[src/rtl/flt_cmp.sv]
// rtl/flt_cmp.sv - binary32 lt/le/eq comparator, one output register stage
// Optional invalid flag port nv is built when FLT_CMP_NV_EN is defined.
module flt_cmp (
   input  logic        clk,
   input  logic        rst,
   input  logic        in_valid,
   input  logic [1:0]  op,
   input  logic [31:0] x1,
   input  logic [31:0] x2,
   output logic        out_valid,
   output logic        y
`ifdef FLT_CMP_NV_EN
   ,
   output logic        nv
`endif
);

   localparam logic [1:0] OP_LT = 2'b00;
   localparam logic [1:0] OP_LE = 2'b01;
   localparam logic [1:0] OP_EQ = 2'b10;

   logic [30:0] mag1, mag2;
   logic        sign1, sign2;
   logic        nan1, nan2, any_nan;
   logic        zero_both, eq, lt;
   logic        y_next;

   assign mag1  = x1[30:0];
   assign mag2  = x2[30:0];
   assign sign1 = x1[31];
   assign sign2 = x2[31];

   assign nan1    = (x1[30:23] == 8'hff) && (x1[22:0] != 23'd0);
   assign nan2    = (x2[30:23] == 8'hff) && (x2[22:0] != 23'd0);
   assign any_nan = nan1 | nan2;

   // Sign-magnitude layout lets the unsigned magnitude order stand in for
   // the float order within one sign; negatives simply reverse it.
   assign zero_both = (mag1 == 31'd0) && (mag2 == 31'd0);
   assign eq        = zero_both || (x1 == x2);

   always_comb begin
      lt = 1'b0;
      if (zero_both)
         lt = 1'b0;
      else if (sign1 != sign2)
         lt = sign1;
      else if (!sign1)
         lt = (mag1 < mag2);
      else
         lt = (mag1 > mag2);
   end

   always_comb begin
      y_next = 1'b0;
      case (op)
         OP_LT:   y_next = !any_nan && lt;
         OP_LE:   y_next = !any_nan && (lt || eq);
         OP_EQ:   y_next = !any_nan && eq;
         default: y_next = 1'b0;
      endcase
   end

`ifdef FLT_CMP_NV_EN
   logic any_snan, nv_next;

   // A quiet NaN has the top mantissa bit set; only signalling NaNs trap on eq.
   assign any_snan = (nan1 && !x1[22]) || (nan2 && !x2[22]);

   always_comb begin
      nv_next = 1'b0;
      case (op)
         OP_LT, OP_LE: nv_next = any_nan;
         OP_EQ:        nv_next = any_snan;
         default:      nv_next = 1'b0;
      endcase
   end

   always_ff @(posedge clk or posedge rst) begin
      if (rst)
         nv <= 1'b0;
      else if (in_valid)
         nv <= nv_next;
   end
`endif

   always_ff @(posedge clk or posedge rst) begin
      if (rst) begin
         out_valid <= 1'b0;
         y         <= 1'b0;
      end else begin
         out_valid <= in_valid;
         if (in_valid)
            y <= y_next;
      end
   end

endmodule

[config.mk]
export PLATFORM = sky130hd
export DESIGN_NAME = flt_cmp
export DESIGN_NICKNAME = d
export VERILOG_FILES = /design/src/rtl/flt_cmp.sv
export SDC_FILE = /design/constraint.sdc
export NUM_CORES = 1
export LEC_CHECK = 0
export BUFFER_PORTS_ARGS = -buffer_cell sky130_fd_sc_hd__buf_2
export CORE_ASPECT_RATIO = 0.8
export CORE_MARGIN = 5
export CORE_UTILIZATION = 40
export DETAILED_ROUTE_END_ITERATION = 10
export PLACE_DENSITY = 0.83
export SLEW_MARGIN = 20
export SYNTH_ARGS = -nofsm -noshare
export SYNTH_HDL_FRONTEND = slang
export SYNTH_SLANG_ARGS = --single-unit
export TNS_END_PERCENT = 10
[constraint.sdc]
create_clock -name clk -period 0.8 [get_ports clk]
set_input_delay 0.2 -clock clk [delete_from_list [all_inputs] [get_ports clk]]
set_output_delay 0.2 -clock clk [all_outputs]
set_load 0.1 [all_outputs]
==> impl_metrics.tcl, run 1 <==
set metrics [dict create \
    synth_seq_cells 2 \
    grt_start_max_net_pins 5 \
    postSynthNetCount 269 \
    routed_wl_mm 6.65 \
    holdWs_ns 0.211 \
    worst_slack_ns -1.09 \
    ys_seq_area_share_pct 4.26 \
    power_per_cell_area_mw_per_mm2 791 \
    rr_endpoint "y" \
    cts_sinks 2 \
    hp-start "in_valid" \
    grt_pass1_vias 1662 \
    cp_slowest_stage_delay_ns 0.37 \
    first_pass_iters 5 \
    drcViolationCount 0 \
    fmax_ghz 0.530 \
    vdd_drop_max_mv 0.475 \
    status "finished with violations" \
    num_vias 1909 \
    synth_cell_types 28 \
    r2r-start "y" \
    cp_max_fo 3 \
    worstRegToRegCells 3 \
    place_congestion 0.835 \
    cts.path.max_buffers 2 \
    clock_latency_ns 0.22 \
    worst_pin_slew_ns 0.488 \
    antenna_found_initial 0 \
    crit_path_end_kind "flop" \
    rows 17 \
    finalCritPeriodShare_pct 236 \
    utilization_pct 87.1 \
    cap_violations 0 \
    synth.area.top_cells "ha_1 36%, inv_1 12%, nor4_1 8.0%, nand4_1 7.5%, a21oi_1 6.4%" \
    reg2reg_slack_ns -0.08 \
    final_cell_mix "49 x buf_2, 39 x buf_4, 21 x ha_4" \
    area_growth_pct 107 \
    dieWidth_um 70.6 \
    drv_slew 0 \
    cts_tree "built" \
    io_buffers 70 \
    crit_type "in2reg" \
    yosysTopAreaCellShare_pct 36.2 \
    chipHeight_um 58.5 \
    postRouteAntennaNets 0 \
    slowest_stage "o32a_1" \
    violations "setup timing" \
    cts_buffers 3 \
    cp-endpoint "y" \
    die_area_sq_mm 0.00412 \
    drt-initial-drc-count 173 \
    clkTransAtPathRegs_ns 0.03 \
    coreArea_sq_mm 0.00279 \
    maxSlewHeadroom_pct 67.2 \
    cts_htree_levels 1 \
    startpoint "x2[24]" \
    critPathLaunchType "input port" \
    netlist_instances 166 \
    avgSynthCellArea_sq_um 7.07 \
    overflow 0 \
    rsz0062_at_grt "yes" \
    viasPerCell 6.08 \
    track_usage_pct 21.0 \
    hpwl_mm 3.84 \
    n_antenna_cell 0 \
    drive_gt1_share_pct 62.3 \
    hp-class "in2reg" \
    hold_viol_final 0 \
    ioPinCount 71 \
    clockRootBuffer "clkbuf_8" \
    power_leakage_nw 1.14 \
    ys.warnings.count 0 \
    finalNetCount 381 \
    final_common_cell "buf_2" \
    path_cells "buf_2 > inv_1 > ha_1 > nand4_1 > buf_4 > nor4_4 > and3_4 > a21oi_2 > o32a_1 > o31ai_2" \
    critical_path_required_ns 0.93 \
    synth_top_cell_by_area "ha_1" \
    fin_skew_ns 0 \
    wl_per_cell_um 21.2 \
    arrival_ns 2.02 \
    min_period_ns 1.89 \
    start_util_pct 42.1 \
    grt_pass1_wl_mm 7.02 \
    finalSetupViolations 3 \
    syn_area_sq_mm 0.00117 \
]
layer usage:
metal / up-vias / share of wire, % / GRT usage (%)
li1: 840 / - / -
met1: 891 / 39 / 24.2
met2: 132 / 47 / 37.2
met3: 46 / 7.7 / 4.10
met4: 0 / 6.7 / 11.3
met5: - / 0 / 0
flip-flops by register name, summed over array words and instances (netlist names):
name and flops:
out_valid 1, y 1
how the worst min path moves through the flow:
stage           endpoint  slack (ns)  depth (start not counted)
2_1_floorplan  out_valid       -0.06                          1
3_3_place_gp   out_valid        0.05                          2
3_5_place_dp   out_valid        0.05                          2
4_1_cts        out_valid        0.20                          2
5_1_grt        out_valid        0.21                          2
6_report       out_valid        0.21                          2
report_power, final:
group / internal [mW] / leakage [nW] / switching (mW) / total (mW)
combinational: 0.689 / 1.10 / 0.684 / 1.37
clock: 0.321 / 0.0216 / 0.104 / 0.425
sequential: 0.111 / 0.0246 / 0.0120 / 0.123
total: 1.12 / 1.14 / 0.800 / 1.92
through the flow:
stage / worst slack, ns / total power [mW] / std cells / setup TNS, ns / instance area (sq um)
final: -1.09 / 1.92 / 314 / -1.50 / 2430
after CTS: -0.822 / 1.57 / 306 / -1.22 / 2030
after global routing: -1.10 / 2.02 / 314 / -1.51 / 2430
after floorplan: -0.834 / 0.590 / 166 / -1.41 / 1300
after detailed placement: -1.15 / 1.09 / 301 / -1.15 / 1930
after global placement: -1.06 / 1.05 / 301 / -1.06 / 1930
cells in the mapped netlist (all sizes together):
library cell	count
inv	37
ha	34
nor4	17
a21oi	15
nand4	14
nand2	9
o21ai	6
nor2	5
nand3	4
nor3	4
a221oi	3
a211oi	2
dfrtp	2
nand2b	2
nor2b	2
o31ai	2
and3	1
and4	1
nand3b	1
o21bai	1
o311ai	1
o32a	1
or3b	1
xnor2	1
timing repair:
| item | 4_1_cts | 5_1_grt |
|---|---|---|
| endpoints found under the setup margin | 3 | 3 |
| cloned | 0 | 0 |
| gates resized for setup | 11 | 65 |
| endpoints found under the hold margin | 2 | 0 |
| hold buffers | 1 | 0 |
| setup buffers | 1 | 8 |
| pin swaps | 9 | 32 |
critical path: cells and delay by family:
| kind | cells | cell delay, ns |
|---|---|---|
| AOI/OAI and AO/OA | 3 | 0.48 |
| adders and majority gates | 1 | 0.31 |
| buffers and inverters | 3 | 0.34 |
| and+or+nand+nor | 3 | 0.69 |
area by class of cell:
type / instances / area [sq um]
repair buffers: 107 / 776
multi-input cells: 127 / 1370
clock buffers: 3 / 41.3
well taps: 38 / 47.5
flip-flops and latches: 2 / 50.0
inverters: 37 / 144
fillers: 139 / 359
kinds of logic after synthesis:
kind of cell / share of synthesized area (%)
simple gates: 30.5
flops: 4.26
compound gates: 16.4
xor+xnor: 0.746
fa+ha+maj: 36.2
buf+inv: 11.8
No activity file was read; power rests on OpenSTA's default activity.
==> inputs of run 2 (changes only) <==
Settings changed: ABC_AREA set to 1, CORE_UTILIZATION 40 to 42, GPL_TIMING_DRIVEN set to 0.
==> impl_metrics.tcl, run 2 <==
set metrics [dict create \
    overflow 0 \
    rsz0062_at_grt "yes" \
    slowest_stage "ha_4" \
    syn_area_sq_mm 0.00139 \
    clockRootBuffer "clkbuf_8" \
    clkTransAtPathRegs_ns 0.03 \
    synth_compound_area_share_pct 6.37 \
    cp_slowest_stage_delay_ns 0.27 \
    finalSetupViolations 3 \
    grt_busiest_layer "met2" \
    path_cells "buf_2 > inv_1 > ha_4 > nand2_2 > inv_2 > nand3_2 > nor3b_2 > nand2_1 > nand2_2 > nand2_1 > nand2_2 > nand3_1 > nand2_1 > nand3_2 > nand2_1" \
    grt_start_max_net_pins 4 \
    ys_seq_area_share_pct 3.59 \
    critical_path_required_ns 0.95 \
    rows 18 \
    hp-class "in2reg" \
    synth_ff_type "dfrtp_1" \
    io_buffers 70 \
    min_period_ns 1.51 \
    synth-edff-count 0 \
    netlist_instances 239 \
    cts_htree_levels 1 \
    whs_endpoint "out_valid" \
    crit_path_end_kind "flop" \
    grt_pass1_vias 1763 \
    r2r-start "y" \
    worstRegToRegCells 2 \
    synthMuxAreaShare_pct 0 \
    grt.met1_usage_pct 26.9 \
    die_area_sq_mm 0.00458 \
    worst_pin_slew_ns 0.404 \
    power_per_cell_area_mw_per_mm2 759 \
    holdWs_ns 0.115 \
    final_common_cell "buf_2" \
    ys.warnings.count 0 \
    cts.path.max_buffers 2 \
    grt_util_met3_pct 1.79 \
    clock_latency_ns 0.21 \
    area_growth_pct 83.5 \
    reg.largest.list "out_valid (1), y (1)" \
    start_util_pct 44.5 \
    postSynthNetCount 342 \
    synth_top_family_by_area "simple AND/OR/NAND/NOR gates" \
    cts_buffers 3 \
    synth_seq_cells 2 \
    synth_fa_ha_area_share_pct 30.5 \
    vdd_drop_max_mv 0.865 \
    crit_type "in2reg" \
    tns_ns -1.06 \
    avgSynthCellArea_sq_um 5.83 \
    synth_top_cell_by_area "ha_1" \
    reg2reg_slack_ns 0.15 \
    arrival_ns 1.66 \
    synth.area.top_cells "ha_1 31%, nand2_1 16%, inv_1 13%, nor2_1 8.3%, a21oi_1 4.3%" \
    wl_per_cell_um 14.0 \
    maxSlewHeadroom_pct 72.8 \
    fin_skew_ns 0 \
    cp_max_fo 2 \
    rr_endpoint "y" \
    drt-initial-drc-count 63 \
    cts_tree "built" \
    status "finished with violations" \
    drive_gt1_share_pct 55.6 \
    hold-path-cell-count 1 \
    path_common_cell "nand2_1" \
    cts_sinks 2 \
    power_leakage_nw 1.23 \
    gr-usage-met2_pct 35.4 \
    hold_viol_final 0 \
    antenna_found_initial 0 \
    n_antenna_cell 0 \
    final_cell_mix "48 x buf_2, 45 x nand2_1, 29 x nor2_1" \
    cap_violations 0 \
    num_vias 1800 \
    hp-start "in_valid" \
    fmax_ghz 0.663 \
    synthTopCellsByCount "59 x nand2_1, 49 x inv_1, 34 x ha_1, 31 x nor2_1, 12 x a21oi_1" \
    routed_wl_mm 5.03 \
    first_pass_iters 4 \
    async_reset_ff_share_pct 100 \
    synthXorXnorAreaFrac_pct 0.628 \
    finalNetCount 425 \
    viasPerCell 5.00 \
    track_usage_pct 20.0 \
    finalCritPeriodShare_pct 189 \
    ioPinCount 71 \
    postRouteAntennaNets 0 \
    drcViolationCount 0 \
    violations "setup timing" \
    coreArea_sq_mm 0.00313 \
    place_congestion 0.819 \
    synthSimpleGateAreaFrac_pct 44.6 \
    hpwl_mm 3.71 \
    grt_pass1_wl_mm 7.30 \
    worst_slack_ns -0.709 \
    dieWidth_um 74.4 \
    yosysTopAreaCellShare_pct 30.5 \
    synth_most_common_cell "nand2_1" \
    chipHeight_um 61.5 \
    drv_slew 0 \
    synth_cell_types 23 \
    critPathLaunchType "input port" \
]
## run 2: power by group
group          total [mW]  switching (mW)  internal, mW
combinational        1.43           0.743         0.683
clock               0.392          0.0739         0.318
sequential          0.123          0.0108         0.112
total                1.94           0.828          1.11
## run 2: timing repair
action | 4_1_cts | 5_1_grt
gates resized for setup | 23 | 48
hold buffers | 1 | 0
setup endpoints to repair | 3 | 3
buffers inserted | 1 | 6
endpoints found under the hold margin | 2 | 0
pin swaps | 11 | 37
## run 2: area by class of cell
class / count / area [sq um]
Sequential cell: 2 / 50.0
Fill cell: 210 / 573
Tap cell: 40 / 50.0
Clock buffer: 3 / 41.3
Inverter: 53 / 246
Multi-Input combinational cell: 184 / 1610
Timing Repair Buffer: 78 / 556
## run 2: logic make-up after synthesis
| group | Yosys count |
|---|---|
| and+or+nand+nor | 133 |
| buffers and inverters | 53 |
| adders and majority gates | 34 |
| AOI/OAI and AO/OA | 16 |
| DFF | 2 |
| xor gates and xnor gates | 1 |
## run 2: layer usage
| metal | vias to the layer above | part of all wire [%] |
|---|---|---|
| met2 | 74 | 49 |
| met4 | 0 | 1.6 |
| met3 | 10 | 5.8 |
| met1 | 788 | 43 |
| met5 | - | 0 |
| li1 | 928 | - |
## run 2: stage by stage
stage / instance area (sq um) / util, % / std cells / total power, mW / worst slack, ns
floorplan: 1790 / - / 239 / 0.851 / -0.607
global placement: 2190 / 69.8 / 349 / 1.22 / -0.884
detailed placement: 2190 / 69.8 / 349 / 1.25 / -0.907
CTS: 2340 / 74.6 / 354 / 1.74 / -0.663
global route: 2560 / 81.7 / 360 / 2.10 / -0.911
finish: 2560 / 81.7 / 360 / 1.94 / -0.709
## run 2: worst max-delay path: cells and delay by family
kind          cells  cell delay, ns
simple gates     11            0.94
fa+ha+maj         1            0.27
buf+inv           3            0.24
## run 2: worst max-delay path by stage
stage               startpoint  cells past startpoint  slack, ns  endpoint
floorplan               x2[20]                     14      -0.61         y
global placement        x2[20]                     15      -0.88         y
detailed placement      x2[20]                     15      -0.91         y
CTS                     x2[30]                     15      -0.66         y
global route            x1[26]                     13      -0.91         y
finish                  x2[23]                     15      -0.71         y
